$ cat config.mk
export PLATFORM = sky130hd
export DESIGN_NAME = immediate_decode_stage
export DESIGN_NICKNAME = d
export VERILOG_FILES = /design/src/rtl/immediate_decode_stage.sv
export SDC_FILE = /design/constraint.sdc
export NUM_CORES = 1
export LEC_CHECK = 0
export BUFFER_PORTS_ARGS = -buffer_cell sky130_fd_sc_hd__buf_2
export CAP_MARGIN = 20
export CORE_MARGIN = 2
export CORE_UTILIZATION = 45
export CTS_CLUSTER_SIZE = 14
export DETAILED_ROUTE_END_ITERATION = 16
export GPL_ROUTABILITY_DRIVEN = 0
export HOLD_SLACK_MARGIN = 0.1
export MAX_ROUTING_LAYER = met4
export PLACE_DENSITY_LB_ADDON = 0.2
export SETUP_SLACK_MARGIN = 0.5
export SYNTH_ARGS = -nofsm -noshare
export SYNTH_HDL_FRONTEND = slang
export SYNTH_SLANG_ARGS = --single-unit
$ cat constraint.sdc
create_clock -name clk_i -period 3.33 [get_ports clk_i]
set_clock_uncertainty 0.1 [all_clocks]
set_input_delay 0.666 -clock clk_i [delete_from_list [all_inputs] [get_ports clk_i]]
set_output_delay 0.666 -clock clk_i [all_outputs]
set_load 0.02 [all_outputs]
$ cat src/rtl/immediate_decode_stage.sv
// immediate_decode_stage: extends the 16-bit immediate and computes the branch target
// behind a one-deep skid buffer so the input handshake is fully registered.
module immediate_decode_stage #(
   parameter bit ZEXT_LOGIC = 1'b1
) (
   input  logic        clk_i,
   input  logic        reset_i,
   input  logic        flush_i,
   input  logic        in_valid_i,
   output logic        in_ready_o,
   input  logic [31:0] instruction_i,
   input  logic [31:0] pc_plus4_i,
   output logic        out_valid_o,
   input  logic        out_ready_i,
   output logic [31:0] imm_ext_o,
   output logic [31:0] branch_target_o,
   output logic [1:0]  ext_mode_o
);
   logic [5:0]  opcode;
   logic [15:0] imm;
   logic [31:0] sext, new_imm, new_bt;
   logic [1:0]  new_mode;
   logic        is_logic, is_lui, accept, emit;
   logic        out_valid_q, out_valid_d, skid_valid_q, skid_valid_d;
   logic [31:0] out_imm_q, out_imm_d, out_bt_q, out_bt_d;
   logic [31:0] skid_imm_q, skid_imm_d, skid_bt_q, skid_bt_d;
   logic [1:0]  out_mode_q, out_mode_d, skid_mode_q, skid_mode_d;

   assign opcode   = instruction_i[31:26];
   assign imm      = instruction_i[15:0];
   assign sext     = {{16{imm[15]}}, imm};
   assign is_logic = opcode == 6'h0C || opcode == 6'h0D || opcode == 6'h0E;
   assign is_lui   = opcode == 6'h0F;
   assign new_mode = is_lui ? 2'b10 : (is_logic && ZEXT_LOGIC) ? 2'b01 : 2'b00;
   assign new_imm  = new_mode == 2'b10 ? {imm, 16'h0000} :
                     new_mode == 2'b01 ? {16'h0000, imm} : sext;
   assign new_bt   = pc_plus4_i + {sext[29:0], 2'b00};

   assign in_ready_o      = !skid_valid_q && !flush_i && !reset_i;
   assign accept          = in_valid_i && in_ready_o;
   assign emit            = out_valid_q && out_ready_i;
   assign out_valid_o     = out_valid_q;
   assign imm_ext_o       = out_imm_q;
   assign branch_target_o = out_bt_q;
   assign ext_mode_o      = out_mode_q;

   always_comb begin
      out_valid_d  = out_valid_q;
      skid_valid_d = skid_valid_q;
      out_imm_d    = out_imm_q;
      out_bt_d     = out_bt_q;
      out_mode_d   = out_mode_q;
      skid_imm_d   = skid_imm_q;
      skid_bt_d    = skid_bt_q;
      skid_mode_d  = skid_mode_q;
      if (flush_i) begin
         out_valid_d  = 1'b0;
         skid_valid_d = 1'b0;
      end else if (emit && skid_valid_q) begin
         // accept is impossible here since in_ready is low while the skid is full
         out_imm_d    = skid_imm_q;
         out_bt_d     = skid_bt_q;
         out_mode_d   = skid_mode_q;
         skid_valid_d = 1'b0;
      end else if (accept && (!out_valid_q || emit)) begin
         out_valid_d = 1'b1;
         out_imm_d   = new_imm;
         out_bt_d    = new_bt;
         out_mode_d  = new_mode;
      end else if (accept) begin
         skid_valid_d = 1'b1;
         skid_imm_d   = new_imm;
         skid_bt_d    = new_bt;
         skid_mode_d  = new_mode;
      end else if (emit) begin
         out_valid_d = 1'b0;
      end
   end

   always_ff @(posedge clk_i) begin
      if (reset_i) begin
         out_valid_q  <= 1'b0;
         skid_valid_q <= 1'b0;
         out_imm_q    <= '0;
         out_bt_q     <= '0;
         out_mode_q   <= 2'b00;
      end else begin
         out_valid_q  <= out_valid_d;
         skid_valid_q <= skid_valid_d;
         out_imm_q    <= out_imm_d;
         out_bt_q     <= out_bt_d;
         out_mode_q   <= out_mode_d;
      end
      skid_imm_q  <= skid_imm_d;
      skid_bt_q   <= skid_bt_d;
      skid_mode_q <= skid_mode_d;
   end
endmodule

== Yosys cells after proc, flatten, opt, wreduce, memory -nomap -nowiden ==
Cells that the tools add are included.
Storage, ports and cells
  flip-flop bits (word level): 134
  bits of input ports: 69
  output and inout bits: 68
  logic and storage cells: 53
Operators by class
  $add $sub $neg: 1
  eq/ne operators: 7
  mux-type cells: 13
  bitwise gates (word level): 3
  reductions and logical operators: 21
Operators with widths (number)
  32-bit 2-to-1 mux: 6
  32-bit adder: 1
  6-bit by 4-bit == test with 1-bit output, second input constant: 4
  1-bit logical AND: 6
  2-bit 2-to-1 mux: 3
  1-bit logical NOT: 4
  1-bit 2-to-1 mux: 4
  2-bit AND reduction: 2
  4-bit AND reduction: 1
  2-bit nonzero test: 2
  1-bit logical OR: 3
  1-bit NOT: 3
  3-bit AND reduction: 1
  3-bit OR reduction: 1
  2-bit by 1-bit == test with 1-bit output, second input constant: 1
  2-bit == test, second input constant: 1
  2-bit by 1-bit inequality test with 1-bit output, second input constant: 1
  2-bit OR reduction: 1

== Longest topological paths before layout ==
Gate-level depths: netlist (run 1).
  depth after elaboration: 10
  mapped depth: 10
  depth with buffers taken out: 10

== Least setup slack after synthesis (run 1) ==
OpenSTA, ideal clock, no wires.
  path type: input-to-reg
  start: input port reset_i
  end: register skid_bt_q[0], enable pin
  setup time: 0.432 ns
  arrival time: 3.067 ns
  data required time: 2.798 ns
  slack: -0.268 ns
  stages: 3
  buffers on the path: 1
  cell sequence: clkbuf_1 -> nor3_1 -> and3_1
Between the ends
  word-level cells in the longest chain between the ends: 6
RTL lines
  from (decl): RTL line 7  | input logic reset_i,
  1-bit logical NOT *: RTL line 39  | assign in_ready_o = !skid_valid_q && !flush_i && !reset_i;
  1-bit logical AND *: RTL line 39
  net in_ready_o: RTL line 10  | output logic in_ready_o,
  1-bit logical AND *: RTL line 40  | assign accept = in_valid_i && in_ready_o;
  1-bit logical AND: RTL line 65  | end else if (accept && (!out_valid_q || emit)) begin
  1-bit NOT (no source line)
  4-bit AND reduction (no source line) *
  to (signal assigned): RTL line 95  | skid_bt_q <= skid_bt_d;
  to (decl): RTL line 26  | logic [31:0] skid_imm_q, skid_imm_d, skid_bt_q, skid_bt_d;
Mark *: on every way through the listed nets, which the timed path passes. The rest lies on a longest branch.
A chain may end at the register's enable or synchronous reset.

== Worst setup path after layout (run 1) ==
  start: input port instruction_i[9]
  end: register skid_bt_q[26] (data pin)
Between the ends
  word-level cells in the longest chain between the ends: 1
RTL lines
  from (decl): RTL line 11  | input logic [31:0] instruction_i,
  32-bit adder: RTL line 37  | assign new_bt = pc_plus4_i + {sext[29:0], 2'b00};
  net new_bt[26]: RTL line 21  | logic [31:0] sext, new_imm, new_bt;
The timed path passes the listed nets, and every way through them passes these cells.

==> results of run 1 <==
[kinds of logic after synthesis]
kind of cell    count (synthesis)  synth area share
simple gates                  306             0.197
compound gates                208             0.202
flops                         134             0.466
buf+inv                        71            0.0417
fa+ha+maj                      30            0.0534
xor+xnor                       27            0.0330
mux                             5           0.00715
[through the flow]
step	instance area [um^2]	hold WS, ns	cells
2_1_floorplan	7190	0.403	781
3_3_place_gp	8020	0.340	1085
3_5_place_dp	8020	0.344	1085
4_1_cts	8580	0.325	1117
5_1_grt	8640	0.318	1120
6_report	8640	0.348	1120
[flip-flops by register name, indices dropped and copies added, names as in the netlist]
signal           flops
branch_target_o     32
ext_mode_o           2
imm_ext_o           32
out_valid_o          1
skid_bt_q           32
skid_imm_q          32
skid_mode_q          2
skid_valid_q         1
[routing by layer]
| layer | GRT usage | wire length, um | vias up |
|---|---|---|---|
| met5 | - | 0 | - |
| li1 | - | - | 3066 |
| met4 | 0.0753 | 371 | 0 |
| met1 | 0.305 | 8710 | 2939 |
| met2 | 0.377 | 9190 | 165 |
| met3 | 0.0504 | 937 | 23 |
[worst register-to-register path, stage by stage (launching register included)]
cell and delay [ns]:
dfxtp_1 0.37, nor3b_1 0.21, a21oi_1 0.08, or3_1 0.34, buf_4 0.30, nor3_1 0.26
nor3_1 0.08, o21ai_0 0.13, o41ai_2 0.11
[worst max-delay path by stage]
stage / from / endpoint / slack (ns) / cells after the start
4_1_cts: instruction_i[0] / branch_target_o[30] / 0.53 / 11
2_1_floorplan: instruction_i[0] / branch_target_o[30] / 0.51 / 10
3_3_place_gp: instruction_i[0] / branch_target_o[30] / 0.15 / 11
5_1_grt: instruction_i[15] / branch_target_o[31] / 0.50 / 9
3_5_place_dp: instruction_i[0] / branch_target_o[30] / 0.10 / 11
6_report: instruction_i[9] / skid_bt_q[26] / 0.58 / 9
[power by group]
group / internal [W] / switching (W) / total [W]
logic: 0.000298 / 0.000486 / 0.000784
clock network: 0.00110 / 0.000722 / 0.00182
registers: 0.00180 / 0.0000258 / 0.00182
total: 0.00319 / 0.00123 / 0.00442
[cell usage in the layout (no fill, tap or decap), drive strengths merged, types with 25 or more instances in the layout]
cell	count
buf	146
nand2	106
nor2	83
dfxtp	68
edfxtp	66
a21oi	65
ha	29
a311oi	27
nor3	25
o21ai	25
[cell type report]
| cell class | count | area share |
|---|---|---|
| tap | 216 | 0.0313 |
| inverter | 16 | 0.00695 |
| multi-input combinational | 576 | 0.416 |
| timing repair buffer | 146 | 0.0932 |
| clock inverter | 13 | 0.0152 |
| sequential | 134 | 0.387 |
| clock buffer | 19 | 0.0501 |
[what timing repair did]
| item | 4_1_cts | 5_1_grt |
|---|---|---|
| setup buffers | 0 | 3 |
| resized for setup | 0 | 8 |
| hold buffers | 0 | 0 |
| endpoints found under the setup margin | 0 | 9 |
==> results.sh, run 1 <==
export IMPL_ir_worst_vdd_uv=342
export IMPL_grt_overflow=0
export IMPL_yosysMostFrequentCell="nand2_1"
export IMPL_rows=46
export IMPL_powerDensity_nw_per_um2=512
export IMPL_r2r_start="skid_valid_q"
export IMPL_die_y_um=130
export IMPL_h_tree_depth=4
export IMPL_io_buffers=126
export IMPL_grt_max_degree=95
export IMPL_syn_nets=880
export IMPL_power_leakage_nw=3.47
export IMPL_ant_nets=0
export IMPL_synth_area_um2=7180
export IMPL_tns_ns=0
export IMPL_synth_cell_types=66
export IMPL_cts_sinks=134
export IMPL_fmaxAchievable_mhz=364
export IMPL_clk_pin_slew_ns=0.06
export IMPL_multiInputGateArea_um2=3600
export IMPL_drc=0
export IMPL_synth_seq_cells=134
export IMPL_finalHoldViolations=0
export IMPL_core_region_area_um2=15700
export IMPL_fin_crit_sh=0.824
export IMPL_place_hpwl_um=13200
export IMPL_start_util=0.457
export IMPL_vias=6193
export IMPL_cts_path_max_buffers=2
export IMPL_maxCapViolations=0
export IMPL_crit_type="primary input to flop"
export IMPL_worst_setup_path_end_kind="flop"
export IMPL_clkLatencyLatePin_ns=0.42
export IMPL_syn_area_per_cell_um2=9.19
export IMPL_seq_area_um2=3340
export IMPL_start_kind="primary input"
export IMPL_ys_seq_area_frac=0.466
export IMPL_r2r_end="branch_target_o[31]"
export IMPL_cts_tree="done"
export IMPL_tightest_slew_ns=0.858
export IMPL_antenna_cells=0
export IMPL_min_to="skid_bt_q[1]"
export IMPL_finish_utilization=0.550
export IMPL_hold_path_depth=1
export IMPL_fin_ws_ns=0.585
export IMPL_power_w=0.00442
export IMPL_ios=137
export IMPL_slew_limit_headroom=0.428
export IMPL_finalCriticalPeriod_ns=2.75
export IMPL_grt_pass1_vias=5661
export IMPL_crit_chain="buf_2 > ha_1 > a211oi_1 > o211ai_1 > a21boi_0 > o31ai_4 > nor3b_1 > nor2_1 > xor2_1"
export IMPL_synthToLayoutAreaGrowth_pct=20.4
export IMPL_grt_pass1_wl_um=30000
export IMPL_synth_edf_count=66
export IMPL_die_w_um=130
export IMPL_die_area_um2=17000
export IMPL_viasPerCell=5.53
export IMPL_dr_pass1_iters=5
export IMPL_finalSetupViolations=0
export IMPL_postRouteWirelength_um=19200
export IMPL_cts_root_buf="clkbuf_16"
export IMPL_yosys_top_cells_area="edfxtp_1, dfxtp_1, nand2_1"
export IMPL_synth_flop_cell="dfxtp_1"
export IMPL_drtIter0Drc=417
export IMPL_n_fill_cell=1493
export IMPL_cts_made_buffers=17
export IMPL_hp_start="pc_plus4_i[1]"
export IMPL_hp_class="primary input to flop"
export IMPL_crit_path_max_fanout=4
export IMPL_worstRegToRegCells=8
export IMPL_status="finished, final reports clean"
export IMPL_synth_top_cell_by_area="edfxtp_1"
export IMPL_r2r_slack_ns=1.21
export IMPL_rsz0062_at_grt="no"
export IMPL_routedWlPerCell_um=17.1
export IMPL_finalNetCount=990
export IMPL_final_max_slew_viol_count=0
export IMPL_layout_drive_gt1_share=0.220
export IMPL_ys_warn_count=0
export IMPL_cp_slowest_stage_delay_ns=0.39
export IMPL_async_flop_share=0
export IMPL_required_ns=3.39
export IMPL_path_buf_inv=1
export IMPL_synthCells=781
export IMPL_antenna_found_initial=0
export IMPL_critPathTopFamily="compound AO/OA/AOI/OAI gates"
export IMPL_synth_commonest_cells="nand2_1, nor2_1, dfxtp_1, edfxtp_1, a21oi_1"
export IMPL_synth_top_cell_area_share=0.276
export IMPL_worst_path_max_delay_cell="nor3b_1"
export IMPL_grt_total_usage=0.238
export IMPL_cp_arrival_ns=2.81
export IMPL_pre_cts_ws_ns=0.104
Note: power is estimated with default switching activity, not from simulation.
==> run 2: changes to the inputs <==
==> constraint.sdc (replaced) <==
create_clock -name clk_i -period 2.4 [get_ports clk_i]
set_clock_uncertainty 0.1 [all_clocks]
set_input_delay 0.48 -clock clk_i [delete_from_list [all_inputs] [get_ports clk_i]]
set_output_delay 0.48 -clock clk_i [all_outputs]
set_load 0.02 [all_outputs]
==> run 2 against run 1 <==
Effect of this change:
- the flow now finishes with violations (setup timing)
- via count rose by 11%
- sequential power rose by 39%
- routed wire length rose by 13%
- hold slack got worse by 0.19 ns
- global-route usage rose by 1.9 points
- setup slack got worse by 0.59 ns
- non-clock buffer count rose by 134
- count of clock-buffer cells in the layout rose by 1
- final area rose by 22%
- critical path type unchanged
- highest routed layer unchanged
==> results.sh, run 2 (synthesis results as in run 1) <==
export IMPL_status="finished with violations"
export IMPL_hold_path_depth=1
export IMPL_grt_pass1_wl_um=32700
export IMPL_drc=0
export IMPL_path_buf_inv=5
export IMPL_ir_worst_vdd_uv=595
export IMPL_cpMostUsedCell="buf_6"
export IMPL_final_max_slew_viol_count=0
export IMPL_layout_drive_gt1_share=0.401
export IMPL_postRouteWirelength_um=21700
export IMPL_finalHoldViolations=0
export IMPL_cts_made_buffers=17
export IMPL_power_leakage_nw=4.32
export IMPL_grt_overflow=0
export IMPL_antenna_cells=0
export IMPL_ant_nets=0
export IMPL_cp_slowest_stage_delay_ns=0.35
export IMPL_use_met1=0.324
export IMPL_worstRegToRegCells=7
export IMPL_hp_class="primary input to flop"
export IMPL_cts_path_max_buffers=2
export IMPL_die_y_um=130
export IMPL_cp_num_cells=14
export IMPL_crit_chain="buf_8 > ha_4 > inv_2 > fa_2 > nand2b_4 > a21oi_4 > o22ai_4 > buf_6 > buf_6 > buf_6 > o21ai_4 > a31oi_1 > xnor2_1 > o2bb2ai_1"
export IMPL_start_kind="primary input"
export IMPL_worst_path_max_delay_cell="fa_2"
export IMPL_required_ns=2.65
export IMPL_grt_use_met3=0.0554
export IMPL_grt_busiest_layer="met2"
export IMPL_slew_limit_headroom=0.413
export IMPL_holdWs_ns=0.154
export IMPL_crit_path_max_fanout=2
export IMPL_crit_type="primary input to flop"
export IMPL_fin_ws_ns=-0.000930
export IMPL_finalSetupViolations=1
export IMPL_finalNetCount=1124
export IMPL_cts_tree="done"
export IMPL_grt_total_usage=0.257
export IMPL_rsz0062_at_grt="yes"
export IMPL_fin_crit_sh=1.00
export IMPL_worst_setup_path_end_kind="flop"
export IMPL_tightest_slew_ns=0.881
export IMPL_h_tree_depth=4
export IMPL_power_w=0.00685
export IMPL_violations="setup timing"
export IMPL_vias=6867
export IMPL_tns_ns=-0.000930
export IMPL_clkLatencyLatePin_ns=0.42
export IMPL_ctsHoldBuffers=0
export IMPL_grt_use_met2=0.417
export IMPL_routedWlPerCell_um=17.3
export IMPL_ios=137
export IMPL_antenna_found_initial=0
export IMPL_critPathTopFamily="compound AO/OA/AOI/OAI gates"
export IMPL_maxCapViolations=0
export IMPL_final_common_cell="buf_4"
export IMPL_cts_root_buf="clkbuf_16"
export IMPL_powerDensity_nw_per_um2=652
export IMPL_place_hpwl_um=14800
export IMPL_clk_pin_slew_ns=0.06
export IMPL_cp_arrival_ns=2.65
export IMPL_drtIter0Drc=398
export IMPL_io_buffers=126
export IMPL_core_region_area_um2=15700
export IMPL_synthToLayoutAreaGrowth_pct=46.4
export IMPL_die_w_um=130
export IMPL_finalCriticalPeriod_ns=2.40
export IMPL_cts_sinks=134
export IMPL_die_area_um2=17000
export IMPL_rows=46
export IMPL_grt_pass1_vias=6476
export IMPL_start_util=0.457
export IMPL_final_cell_mix="buf_4, buf_2, nand2_1, nor2_1, dfxtp_1"
export IMPL_viasPerCell=5.48
export IMPL_grt_max_degree=74
export IMPL_dr_pass1_iters=7
export IMPL_fmaxAchievable_mhz=417
==> run 2: changes by cell type in the layout (fill, tap and decap cells not counted), sizes merged <==
cell      change
clkinv        -3
clkinvlp      -3
clkbuf        +2
buf         +133
inv           +5
==> run 2: final timing paths <==
kind	start	end	slack (ns)
worst max-delay path	instruction_i[0]	branch_target_o[16]	-0.0009
worst min-delay path	pc_plus4_i[0]	skid_bt_q[0]	0.15
worst max register to register	out_valid_o	branch_target_o[21]	0.49
worst min register to register	imm_ext_o[24]	imm_ext_o[24]	0.35
==> run 2: routing by layer <==
layer  routed length [um]  part of all wire
met1                 9440              0.44
met2                10700              0.50
met3                 1140             0.053
met4                  346             0.016
met5                    0                 0
==> run 2: through the flow <==
stage / worst slack, ns / utilization / cell area (um^2) / cells
after global routing: -0.0383 / 0.669 / 10500 / 1254
after detailed placement: -0.455 / 0.586 / 9210 / 1206
final: -0.000930 / 0.669 / 10500 / 1254
after global placement: -0.408 / 0.586 / 9210 / 1206
after floorplan: -0.120 / - / 7510 / 781
after CTS: 0.128 / 0.642 / 10100 / 1243
==> run 2: power breakdown <==
group          total, W  internal (W)  switching, W
Sequential      0.00253       0.00249     0.0000389
Combinational   0.00161      0.000760      0.000850
Clock           0.00271       0.00169       0.00102
==> run 2: layout make-up <==
| type | instances | area (um^2) |
|---|---|---|
| fillers | 1252 | 5210 |
| multi-input cells | 576 | 4240 |
| flip-flops and latches | 134 | 3340 |
| repair buffers | 280 | 1960 |
| clock buffers | 20 | 489 |
| well taps | 216 | 270 |
| clock inverters | 12 | 134 |
| inverters | 16 | 62.6 |
==> run 2: timing repair <==
action / 4_1_cts / 5_1_grt
endpoints found under the setup margin: 75 / 84
gates cloned: 0 / 2
pin swaps: 23 / 37
setup buffers: 5 / 9
resized for setup: 40 / 66
==> run 3: changes to the inputs <==
--- a/config.mk
+++ b/config.mk
@@ -9,6 +9,7 @@
 export CAP_MARGIN = 20
 export CORE_MARGIN = 2
 export CORE_UTILIZATION = 45
+export CTS_BUF_LIST = sky130_fd_sc_hd__clkbuf_8
 export CTS_CLUSTER_SIZE = 14
 export DETAILED_ROUTE_END_ITERATION = 16
 export GPL_ROUTABILITY_DRIVEN = 0
==> run 3 against run 2 <==
Effect of this change:
- the flow now finishes without violations
- sequential power about the same
- highest routed layer unchanged
- die area unchanged
- power down 8.5%
- sequential share of layout area down 0.24 points
- largest power group is now sequential cells
- largest cell class unchanged
- utilization up 0.58 points
==> results.sh, run 3 (synthesis results as in run 1) <==
export IMPL_intPower_w=0.00444
export IMPL_grt_overflow=0
export IMPL_io_buffers=126
export IMPL_drtIter0Drc=447
export IMPL_grt_total_usage=0.254
export IMPL_antenna_cells=0
export IMPL_viasPerCell=5.46
export IMPL_finalSetupViolations=0
export IMPL_die_w_um=130
export IMPL_worst_setup_path_end_kind="flop"
export IMPL_r2r_slack_ns=0.39
export IMPL_postRouteWirelength_um=22400
export IMPL_met3_length_um=1060
export IMPL_switching_share=0.292
export IMPL_grt_pass1_vias=6441
export IMPL_final_cell_mix="buf_4, buf_2, nand2_1, nor2_1"
export IMPL_clk_pin_slew_ns=0.09
export IMPL_required_ns=2.51
export IMPL_fin_ws_ns=0.108
export IMPL_tightest_slew_ns=0.908
export IMPL_ios=137
export IMPL_final_common_cell="buf_4"
export IMPL_dr_pass1_iters=5
export IMPL_top_layer="met4"
export IMPL_fmaxAchievable_mhz=436
export IMPL_cts_made_buffers=17
export IMPL_power_frac_clock=0.337
export IMPL_n_fill_cell=1250
export IMPL_p_switching_w=0.00183
export IMPL_grt_max_degree=74
export IMPL_holdWs_ns=0.213
export IMPL_core_region_area_um2=15700
export IMPL_cts_path_max_buffers=2
export IMPL_r2r_start="skid_valid_q"
export IMPL_final_max_slew_viol_count=0
export IMPL_worstRegToRegCells=7
export IMPL_seq_power_share=0.403
export IMPL_maxCapViolations=0
export IMPL_die_y_um=130
export IMPL_rows=46
export IMPL_pwr_share_comb=0.259
export IMPL_finalNetCount=1154
export IMPL_finish_utilization=0.674
export IMPL_power_leakage_nw=4.40
export IMPL_power_w=0.00627
export IMPL_cp_startpoint="instruction_i[1]"
export IMPL_r2r_end="branch_target_o[30]"
export IMPL_ant_nets=0
export IMPL_cts_sinks=134
export IMPL_routedWlPerCell_um=17.4
export IMPL_crit_path_max_fanout=5
export IMPL_status="finished, final reports clean"
export IMPL_cts_tree="done"
export IMPL_place_hpwl_um=14800
export IMPL_pre_cts_ws_ns=-0.455
export IMPL_crit_end="skid_bt_q[31]"
export IMPL_cp_arrival_ns=2.40
export IMPL_h_tree_depth=4
export IMPL_drc=0
export IMPL_crit_type="primary input to flop"
export IMPL_start_kind="primary input"
export IMPL_dr_wl_met2_um=11000
export IMPL_cts_root_buf="clkbuf_8"
export IMPL_vias=7006
export IMPL_synthToLayoutAreaGrowth_pct=47.7
export IMPL_finalHoldViolations=0
export IMPL_start_util=0.457
export IMPL_hp_class="primary input to flop"
export IMPL_layout_drive_gt1_share=0.414
export IMPL_grt_pass1_wl_um=32200
export IMPL_powerDensity_nw_per_um2=591
export IMPL_slew_limit_headroom=0.395
export IMPL_rsz0062_at_grt="yes"
export IMPL_met1Wirelength_um=9990
export IMPL_antenna_found_initial=0
export IMPL_fin_crit_sh=0.955
export IMPL_finalCriticalPeriod_ns=2.29
export IMPL_ir_worst_vdd_uv=517
export IMPL_clkLatencyLatePin_ns=0.47
export IMPL_die_area_um2=17000
## run 3: changes by cell type in the layout (fill, tap and decap cells not counted), moves of 2 or more
cell	before	now
clkbuf_16	20	3
xor2_4	2	0
xnor2_1	8	10
a211oi_2	3	5
buf_4	136	152
clkbuf_8	1	18
ha_4	12	10
ha_1	15	18
dlygate4sd3_1	0	2
a211oi_1	5	3
bufinv_16	2	4
buf_6	18	25
xnor2_2	6	4
a21oi_1	45	47
## run 3: worst max-delay path, stage by stage
cell,delay (ns)
buf_4,0.14
ha_4,0.26
a21oi_2,0.06
nand3b_1,0.19
a2111o_1,0.54
a31oi_4,0.33
nor3_2,0.07
a311o_1,0.32
## run 3: per-stage QoR
| stage | instance area, um^2 | std cells | setup TNS (ns) |
|---|---|---|---|
| global route | 10600 | 1284 | 0 |
| finish | 10600 | 1284 | 0 |
| CTS | 9960 | 1248 | 0 |
| global placement | 9210 | 1206 | -8.42 |
| detailed placement | 9210 | 1206 | -9.37 |
| floorplan | 7510 | 781 | -0.120 |
## run 3: repair_timing
item,CTS,global route
buffers inserted,8,26
cloned,0,10
pin swaps,22,37
resized for setup,46,62
setup endpoints to repair,57,86
endpoints found under the hold margin,2,0
hold buffers,2,0
## run 3: power groups by stage
stage	Clock [W]	Combinational, W	Sequential (W)
floorplan	0	0.000748	0.00265
global placement	0	0.00134	0.00258
detailed placement	0	0.00136	0.00258
CTS	0.00213	0.00148	0.00253
global route	0.00223	0.00175	0.00253
finish	0.00212	0.00162	0.00253
## run 3: area by class of cell
class	count	area, um^2	area share
clock buffers	18	248	0.0234
clock inverters	14	194	0.0183
inverters	16	62.6	0.00590
multi-input cells	577	4180	0.395
flip-flops and latches	134	3350	0.316
well taps	216	270	0.0255
repair buffers	309	2290	0.216
## run 3: worst min-delay path by stage
stage,startpoint,cells after the start,slack [ns],to
floorplan,skid_bt_q[3],2,0.40,branch_target_o[3]
global placement,imm_ext_o[19],2,0.34,imm_ext_o[19]
detailed placement,imm_ext_o[25],2,0.34,imm_ext_o[25]
CTS,out_ready_i,2,0.15,skid_valid_q
global route,flush_i,2,0.21,out_valid_o
finish,flush_i,2,0.21,out_valid_o
## run 3: per-layer routing
layer  global-route usage  up-vias
met2                0.399      197
li1                     -     3396
met3               0.0562       28
met5                    -        -
met4               0.0784        0
met1                0.329     3385
